===== config.mk =====
export PLATFORM = sky130hd
export DESIGN_NAME = multicycle_control_fsm
export DESIGN_NICKNAME = d
export VERILOG_FILES = /design/src/rtl/riscv_ctrl_pkg.sv /design/src/rtl/multicycle_alu_decoder.sv /design/src/rtl/multicycle_control_fsm.sv
export SDC_FILE = /design/constraint.sdc
export NUM_CORES = 1
export LEC_CHECK = 0
export ABC_AREA = 0
export BUFFER_PORTS_ARGS = -buffer_cell sky130_fd_sc_hd__buf_2
export CAP_MARGIN = 20
export CORE_AREA = 2 2 54 56
export DETAILED_ROUTE_END_ITERATION = 7
export DIE_AREA = 0 0 56 58
export PLACE_DENSITY = 0.59
export SLEW_MARGIN = 20
export SYNTH_ARGS = -nofsm -noshare
export SYNTH_HDL_FRONTEND = slang
export SYNTH_SLANG_ARGS = --single-unit

===== constraint.sdc =====
create_clock -name clk -period 1.7 [get_ports clk]
set_clock_uncertainty 0.2 [all_clocks]
set_input_delay 0.085 -clock clk [delete_from_list [all_inputs] [get_ports clk]]
set_output_delay 0.085 -clock clk [all_outputs]
set_load 0.05 [all_outputs]

===== src/rtl/riscv_ctrl_pkg.sv =====
// Shared encodings for the RV32 controllers: opcodes, datapath select codes,
// ALU operations and the multi-cycle FSM state set.
package riscv_ctrl_pkg;

    localparam logic [6:0] OP_LW    = 7'b0000011;
    localparam logic [6:0] OP_SW    = 7'b0100011;
    localparam logic [6:0] OP_RTYPE = 7'b0110011;
    localparam logic [6:0] OP_ITYPE = 7'b0010011;
    localparam logic [6:0] OP_BEQ   = 7'b1100011;
    localparam logic [6:0] OP_JAL   = 7'b1101111;

    localparam logic [2:0] ALU_ADD = 3'b010;
    localparam logic [2:0] ALU_SUB = 3'b011;
    localparam logic [2:0] ALU_OR  = 3'b100;
    localparam logic [2:0] ALU_AND = 3'b101;
    localparam logic [2:0] ALU_SLT = 3'b110;

    // Operation class handed to the ALU decoder.
    localparam logic [1:0] ALUOP_ADD   = 2'b00;
    localparam logic [1:0] ALUOP_SUB   = 2'b01;
    localparam logic [1:0] ALUOP_FUNCT = 2'b10;

    localparam logic [1:0] IMM_I = 2'b00;
    localparam logic [1:0] IMM_S = 2'b01;
    localparam logic [1:0] IMM_B = 2'b10;
    localparam logic [1:0] IMM_J = 2'b11;

    localparam logic [1:0] SRCA_PC    = 2'b00;
    localparam logic [1:0] SRCA_OLDPC = 2'b01;
    localparam logic [1:0] SRCA_RD1   = 2'b10;

    localparam logic [1:0] SRCB_RD2  = 2'b00;
    localparam logic [1:0] SRCB_IMM  = 2'b01;
    localparam logic [1:0] SRCB_FOUR = 2'b10;

    localparam logic [1:0] RES_ALUOUT = 2'b00;
    localparam logic [1:0] RES_MEM    = 2'b01;
    localparam logic [1:0] RES_ALU    = 2'b10;

    typedef enum logic [3:0] {
        S_FETCH    = 4'd0,
        S_DECODE   = 4'd1,
        S_MEMADR   = 4'd2,
        S_MEMREAD  = 4'd3,
        S_MEMWB    = 4'd4,
        S_MEMWRITE = 4'd5,
        S_EXECR    = 4'd6,
        S_EXECI    = 4'd7,
        S_ALUWB    = 4'd8,
        S_JAL      = 4'd9,
        S_BEQ      = 4'd10,
        S_TRAP     = 4'd11
    } state_t;

endpackage


===== src/rtl/multicycle_alu_decoder.sv =====
// Combinational ALU operation decoder, shared by the single- and multi-cycle
// controllers. Unsupported funct3 values fall back to add and raise illegal_funct.
module multicycle_alu_decoder
    import riscv_ctrl_pkg::*;
(
    input  logic [1:0] alu_op,
    input  logic [2:0] funct3,
    input  logic       funct7,
    input  logic       op5,
    output logic [2:0] alu_control,
    output logic       illegal_funct
);

    // NOTE: every output gets a default before the case so no path can infer a latch.
    always_comb begin
        alu_control   = ALU_ADD;
        illegal_funct = 1'b0;
        case (alu_op)
            ALUOP_ADD: alu_control = ALU_ADD;
            ALUOP_SUB: alu_control = ALU_SUB;
            default: begin
                case (funct3)
                    3'b000:  alu_control = (op5 & funct7) ? ALU_SUB : ALU_ADD;
                    3'b010:  alu_control = ALU_SLT;
                    3'b110:  alu_control = ALU_OR;
                    3'b111:  alu_control = ALU_AND;
                    default: illegal_funct = 1'b1;
                endcase
            end
        endcase
    end

endmodule


===== src/rtl/multicycle_control_fsm.sv =====
// Multi-cycle RV32 sequencing controller: registered state, combinational
// next-state and datapath-control decode, memory-ready stalls and opcode traps.
module multicycle_control_fsm
    import riscv_ctrl_pkg::*;
#(
    parameter bit TRAP_HALT = 1'b1
) (
    input  logic       clk,
    input  logic       rst,
    input  logic [6:0] op_code,
    input  logic [2:0] funct3,
    input  logic       funct7,
    input  logic       zero,
    input  logic       mem_ready,
    output logic       PC_Write,
    output logic       Adr_Src,
    output logic       Mem_write,
    output logic       IR_Write,
    output logic       Reg_write,
    output logic [1:0] ImmSrc,
    output logic [1:0] ALU_SrcA,
    output logic [1:0] ALU_SrcB,
    output logic [2:0] ALU_Control,
    output logic [1:0] Result_Src,
    output logic       illegal,
    output logic       instr_done,
    output logic [3:0] state_dbg
);

    state_t     state, next_state;
    logic [1:0] alu_op;
    logic       use_alu;
    logic [2:0] dec_control;
    logic       illegal_funct;

    multicycle_alu_decoder u_alu_decoder (
        .alu_op        (alu_op),
        .funct3        (funct3),
        .funct7        (funct7),
        .op5           (op_code[5]),
        .alu_control   (dec_control),
        .illegal_funct (illegal_funct)
    );

    // NOTE: sequential state uses non-blocking assignments; the comb block below uses blocking.
    always_ff @(posedge clk or posedge rst) begin
        if (rst) state <= S_FETCH;
        else     state <= next_state;
    end

    // rst forces every output low combinationally, so an aborted write drops in the same cycle.
    always_comb begin
        next_state = state;
        PC_Write   = 1'b0;
        Adr_Src    = 1'b0;
        Mem_write  = 1'b0;
        IR_Write   = 1'b0;
        Reg_write  = 1'b0;
        ImmSrc     = 2'b00;
        ALU_SrcA   = 2'b00;
        ALU_SrcB   = 2'b00;
        Result_Src = 2'b00;
        illegal    = 1'b0;
        instr_done = 1'b0;
        alu_op     = ALUOP_ADD;
        use_alu    = 1'b0;
        if (!rst) begin
            case (state)
                S_FETCH: begin
                    ALU_SrcA   = SRCA_PC;
                    ALU_SrcB   = SRCB_FOUR;
                    Result_Src = RES_ALU;
                    use_alu    = 1'b1;
                    if (mem_ready) begin
                        IR_Write   = 1'b1;
                        PC_Write   = 1'b1;
                        next_state = S_DECODE;
                    end
                end
                S_DECODE: begin
                    // Branch target is precomputed here while the opcode is decoded.
                    ALU_SrcA = SRCA_OLDPC;
                    ALU_SrcB = SRCB_IMM;
                    ImmSrc   = IMM_B;
                    use_alu  = 1'b1;
                    case (op_code)
                        OP_LW, OP_SW: next_state = S_MEMADR;
                        OP_RTYPE:     next_state = S_EXECR;
                        OP_ITYPE:     next_state = S_EXECI;
                        OP_JAL:       next_state = S_JAL;
                        OP_BEQ:       next_state = S_BEQ;
                        default:      next_state = S_TRAP;
                    endcase
                end
                S_MEMADR: begin
                    ALU_SrcA   = SRCA_RD1;
                    ALU_SrcB   = SRCB_IMM;
                    ImmSrc     = op_code[5] ? IMM_S : IMM_I;
                    use_alu    = 1'b1;
                    next_state = op_code[5] ? S_MEMWRITE : S_MEMREAD;
                end
                S_MEMREAD: begin
                    Adr_Src = 1'b1;
                    if (mem_ready) next_state = S_MEMWB;
                end
                S_MEMWB: begin
                    Result_Src = RES_MEM;
                    Reg_write  = 1'b1;
                    instr_done = 1'b1;
                    next_state = S_FETCH;
                end
                S_MEMWRITE: begin
                    Adr_Src   = 1'b1;
                    Mem_write = 1'b1;
                    if (mem_ready) begin
                        instr_done = 1'b1;
                        next_state = S_FETCH;
                    end
                end
                S_EXECR, S_EXECI: begin
                    ALU_SrcA   = SRCA_RD1;
                    ALU_SrcB   = (state == S_EXECI) ? SRCB_IMM : SRCB_RD2;
                    ImmSrc     = IMM_I;
                    alu_op     = ALUOP_FUNCT;
                    use_alu    = 1'b1;
                    illegal    = illegal_funct;
                    next_state = S_ALUWB;
                end
                S_ALUWB: begin
                    Result_Src = RES_ALUOUT;
                    Reg_write  = 1'b1;
                    instr_done = 1'b1;
                    next_state = S_FETCH;
                end
                S_JAL: begin
                    ALU_SrcA   = SRCA_OLDPC;
                    ALU_SrcB   = SRCB_FOUR;
                    ImmSrc     = IMM_J;
                    Result_Src = RES_ALUOUT;
                    PC_Write   = 1'b1;
                    use_alu    = 1'b1;
                    next_state = S_ALUWB;
                end
                S_BEQ: begin
                    ALU_SrcA   = SRCA_RD1;
                    ALU_SrcB   = SRCB_RD2;
                    Result_Src = RES_ALUOUT;
                    alu_op     = ALUOP_SUB;
                    use_alu    = 1'b1;
                    PC_Write   = zero;
                    instr_done = 1'b1;
                    next_state = S_FETCH;
                end
                S_TRAP: begin
                    illegal    = 1'b1;
                    next_state = TRAP_HALT ? S_TRAP : S_FETCH;
                end
                default: next_state = S_FETCH;
            endcase
        end
    end

    assign ALU_Control = use_alu ? dec_control : 3'b000;
    assign state_dbg   = rst ? 4'd0 : state;

endmodule


==> results.md <==
- Final hold vios: 0
- Period utilization: 1.07
- Nets: 179
- Worst r2r dst: state[2]
- Routed len/inst: 14.3 µm
- Final WL: 2770 µm
- Syn Inst Count: 110
- #FFs+latches synth: 4
- Async S/R FF share, synth: 1.00
- Power per standard cell area: 1790 nW/µm²
- Largest cells by area after synthesis: dfrtp_1 13%, nor2_1 6.8%, nor3_1 5.8%
- CP Data Required Time: 1.41 ns
- CP Depth: 5
- Family with the most delay on the worst path: flip-flops
- Post-DRT Antenna Nets: 0
- Worst r2r path cells: 5
- TNS Setup: -0.490 ns
- Vias/cell: 5.35
- Worst r2r src: state[2]
- CP Capture Point: illegal
- Filler cells: 256
- Setup slack, reg-to-reg: 0.07 ns
- Critical-path top delay cell: dfrtp_2
- Starting Density: 0.292
- Clk sinks: 4
- Seq pwr share: 0.081
- Lkg Pwr: 0.623 nW
- First-pass DRT Iterations: 4
- RD Place Congestion: 0.909
- Failing checks: setup timing
- CTS tree: done
- Post-synth EDFFs: 0
- Top reg by flops: state
- WP data arrival: 1.53 ns
- Status: complete, but fails checks
- H-tree levels: 1
- Top flop regs: state x4
- Number of global-route vias before repair: 1,022
- VDD IR-drop max: 1.25 mV
- Sw Ratio: 0.547
- Syn-to-layout area delta: 93.4%
- I/O Pins: 37
- Register area share after synthesis: 0.129
- Initial antenna violation count: 0
- Vias: 1,032
- Yosys top cell area share: 0.129
- Insertion delay to the later sink of the worst-skew pair: 0.24 ns
- Root Buffer: clkbuf_4
- CP Launch Point: state[2]
- RSZ-0062 raised after global routing: true
- First-pass GRT wire length: 4570 µm
- Final slew viol count: 0
- Max reg flops: 4
- Core footprint: 2660 µm²
- Clk pwr share: 0.044
- Grt total ovfl: 0
- CP Launch Type: flip-flop
- Slew margin rel.: 0.599
- DIE HEIGHT: 58 µm
- CP bufs+invs: 1
- Final setup vio count: 11
- I/O Buffers: 36
- Iteration-0 DRC count of the detailed router: 12
- Max FO, Critical Path: 6
- Hold Path Class: in -> reg
- Pin count of the biggest net entering global routing: 11
- Antenna fix cells: 0
- Psw: 1.47 mW
- Min setup slack post-route: -0.120 ns
- Final worst path period need: 1.82 ns
- Core Rows: 19
- Yosys Warn Count: 0
- Fmax: 550 MHz
- Clock buffer depth: 2
- Area leader, netlist: dfrtp_1
- Detailed Place HPWL: 2050 µm
- Hold Path Stages: 3
- Largest stage delay on the critical path: 0.43 ns
- Max_cap viols: 0
- Synth unique cells: 44
- Post-Syn Area: 777 µm²
- Crit path cell chain: a21bo_1 -> nor4_2 -> a31oi_2 -> nor2_4 -> buf_8
- Setup crit end kind: primary output
- Most common flop cell mapped by yosys: dfrtp_1
- Tot GR Track Use: 0.174
- Internal power: 1.22 mW
- Clock transition at the registers of the reported paths: 0.04 ns
- Die X: 56 µm
- Crit path kind: reg -> out
- Num CTS Buffers: 3
- Synthesized Nets: 125
- Gate power share: 0.875
- Mean Syn Cell Area: 7.06 µm²
- DRC violations left: 0
- Ratio of cells with drive above 1 in the final layout: 0.648
- DIE AREA: 3250 µm²
- Placement Setup Slack: -0.0126 ns
- Slew @ Worst Pin: 0.596 ns
kinds of logic (layout without fill, tap and decap cells):
logic type / Yosys count / count (layout) / synth area share
xor+xnor: 3 / 3 / 0.0338
buf+inv: 17 / 69 / 0.132
flops: 4 / 4 / 0.129
mux: 1 / 1 / 0.0129
compound gates: 31 / 31 / 0.277
simple gates: 54 / 54 / 0.415
repair_timing:
action	4_1_cts	5_1_grt
hold endpoints to repair	4	0
endpoints found under the setup margin	19	17
hold buffers	1	0
gates resized for setup	50	20
pin swaps	4	3
setup buffers	1	1
routing by layer:
layer / share of wire / vias to the layer above / track usage
met5: 0 / - / 0
met4: 0.0069 / 0 / 0.0510
met3: 0.067 / 2 / 0.0290
met2: 0.51 / 42 / 0.303
met1: 0.42 / 486 / 0.222
li1: - / 502 / -
metrics by stage:
stage	instances	hold WS [ns]	total power [mW]	utilization	cell area, µm²
floorplan	110	-0.332	1.68	-	915
global placement	187	-0.114	2.10	0.455	1210
detailed placement	187	-0.118	2.12	0.455	1210
CTS	192	0.0214	2.53	0.531	1410
global route	193	0.0305	2.85	0.564	1500
finish	193	0.0280	2.69	0.564	1500
layout by cell type, fill, tap and decap left out, drive strengths merged, types with 2 or more instances in the layout:
cell type  count
nand2          6
nor3          10
nor4           5
nand2b         4
a21oi          5
o21ai          9
inv            6
buf           59
o32a           2
xnor2          2
nor2          14
clkbuf         3
nor4b          2
dfrtp          4
a211oi         3
a31oi          2
nor3b          2
o21a           2
nor2b          5
synth_stat cells, drive strengths merged (3+ instances only):
cell type	number
nor2	14
nor3	10
buf	9
o21ai	9
inv	6
nand2	6
a21oi	5
nor2b	5
nor4	5
dfrtp	4
nand2b	4
a211oi	3
final cells by class:
type / count / area, µm² / share of cell area
sequential: 4 / 104 / 0.0691
timing repair buffer: 60 / 513 / 0.341
tap: 31 / 38.8 / 0.0258
inverter: 6 / 22.5 / 0.0150
multi-input combinational: 89 / 802 / 0.534
clock buffer: 3 / 22.5 / 0.0150
how the worst min path moves through the flow:
stage,from,endpoint,slack [ns]
CTS,op_code[4],state[2],0.02
finish,op_code[4],state[2],0.03
floorplan,rst,state[0],-0.33
global route,op_code[4],state[2],0.03
detailed placement,rst,state[1],-0.12
global placement,rst,state[1],-0.11
worst reg2reg max path: stages (launching register included):
cell and delay [ns]:
dfrtp_2 0.45, buf_4 0.19, nand2b_4 0.16, a221oi_2 0.25, o21ai_1 0.12, o21ai_1 0.17
power groups by stage:
| stage | registers [mW] | clock network (mW) | logic (mW) |
|---|---|---|---|
| 5_1_grt | 0.224 | 0.134 | 2.49 |
| 6_report | 0.218 | 0.119 | 2.35 |
| 2_1_floorplan | 0.154 | 0 | 1.53 |
| 3_5_place_dp | 0.206 | 0 | 1.92 |
| 3_3_place_gp | 0.201 | 0 | 1.90 |
| 4_1_cts | 0.215 | 0.127 | 2.19 |
No activity file was read; power rests on OpenSTA's default activity.
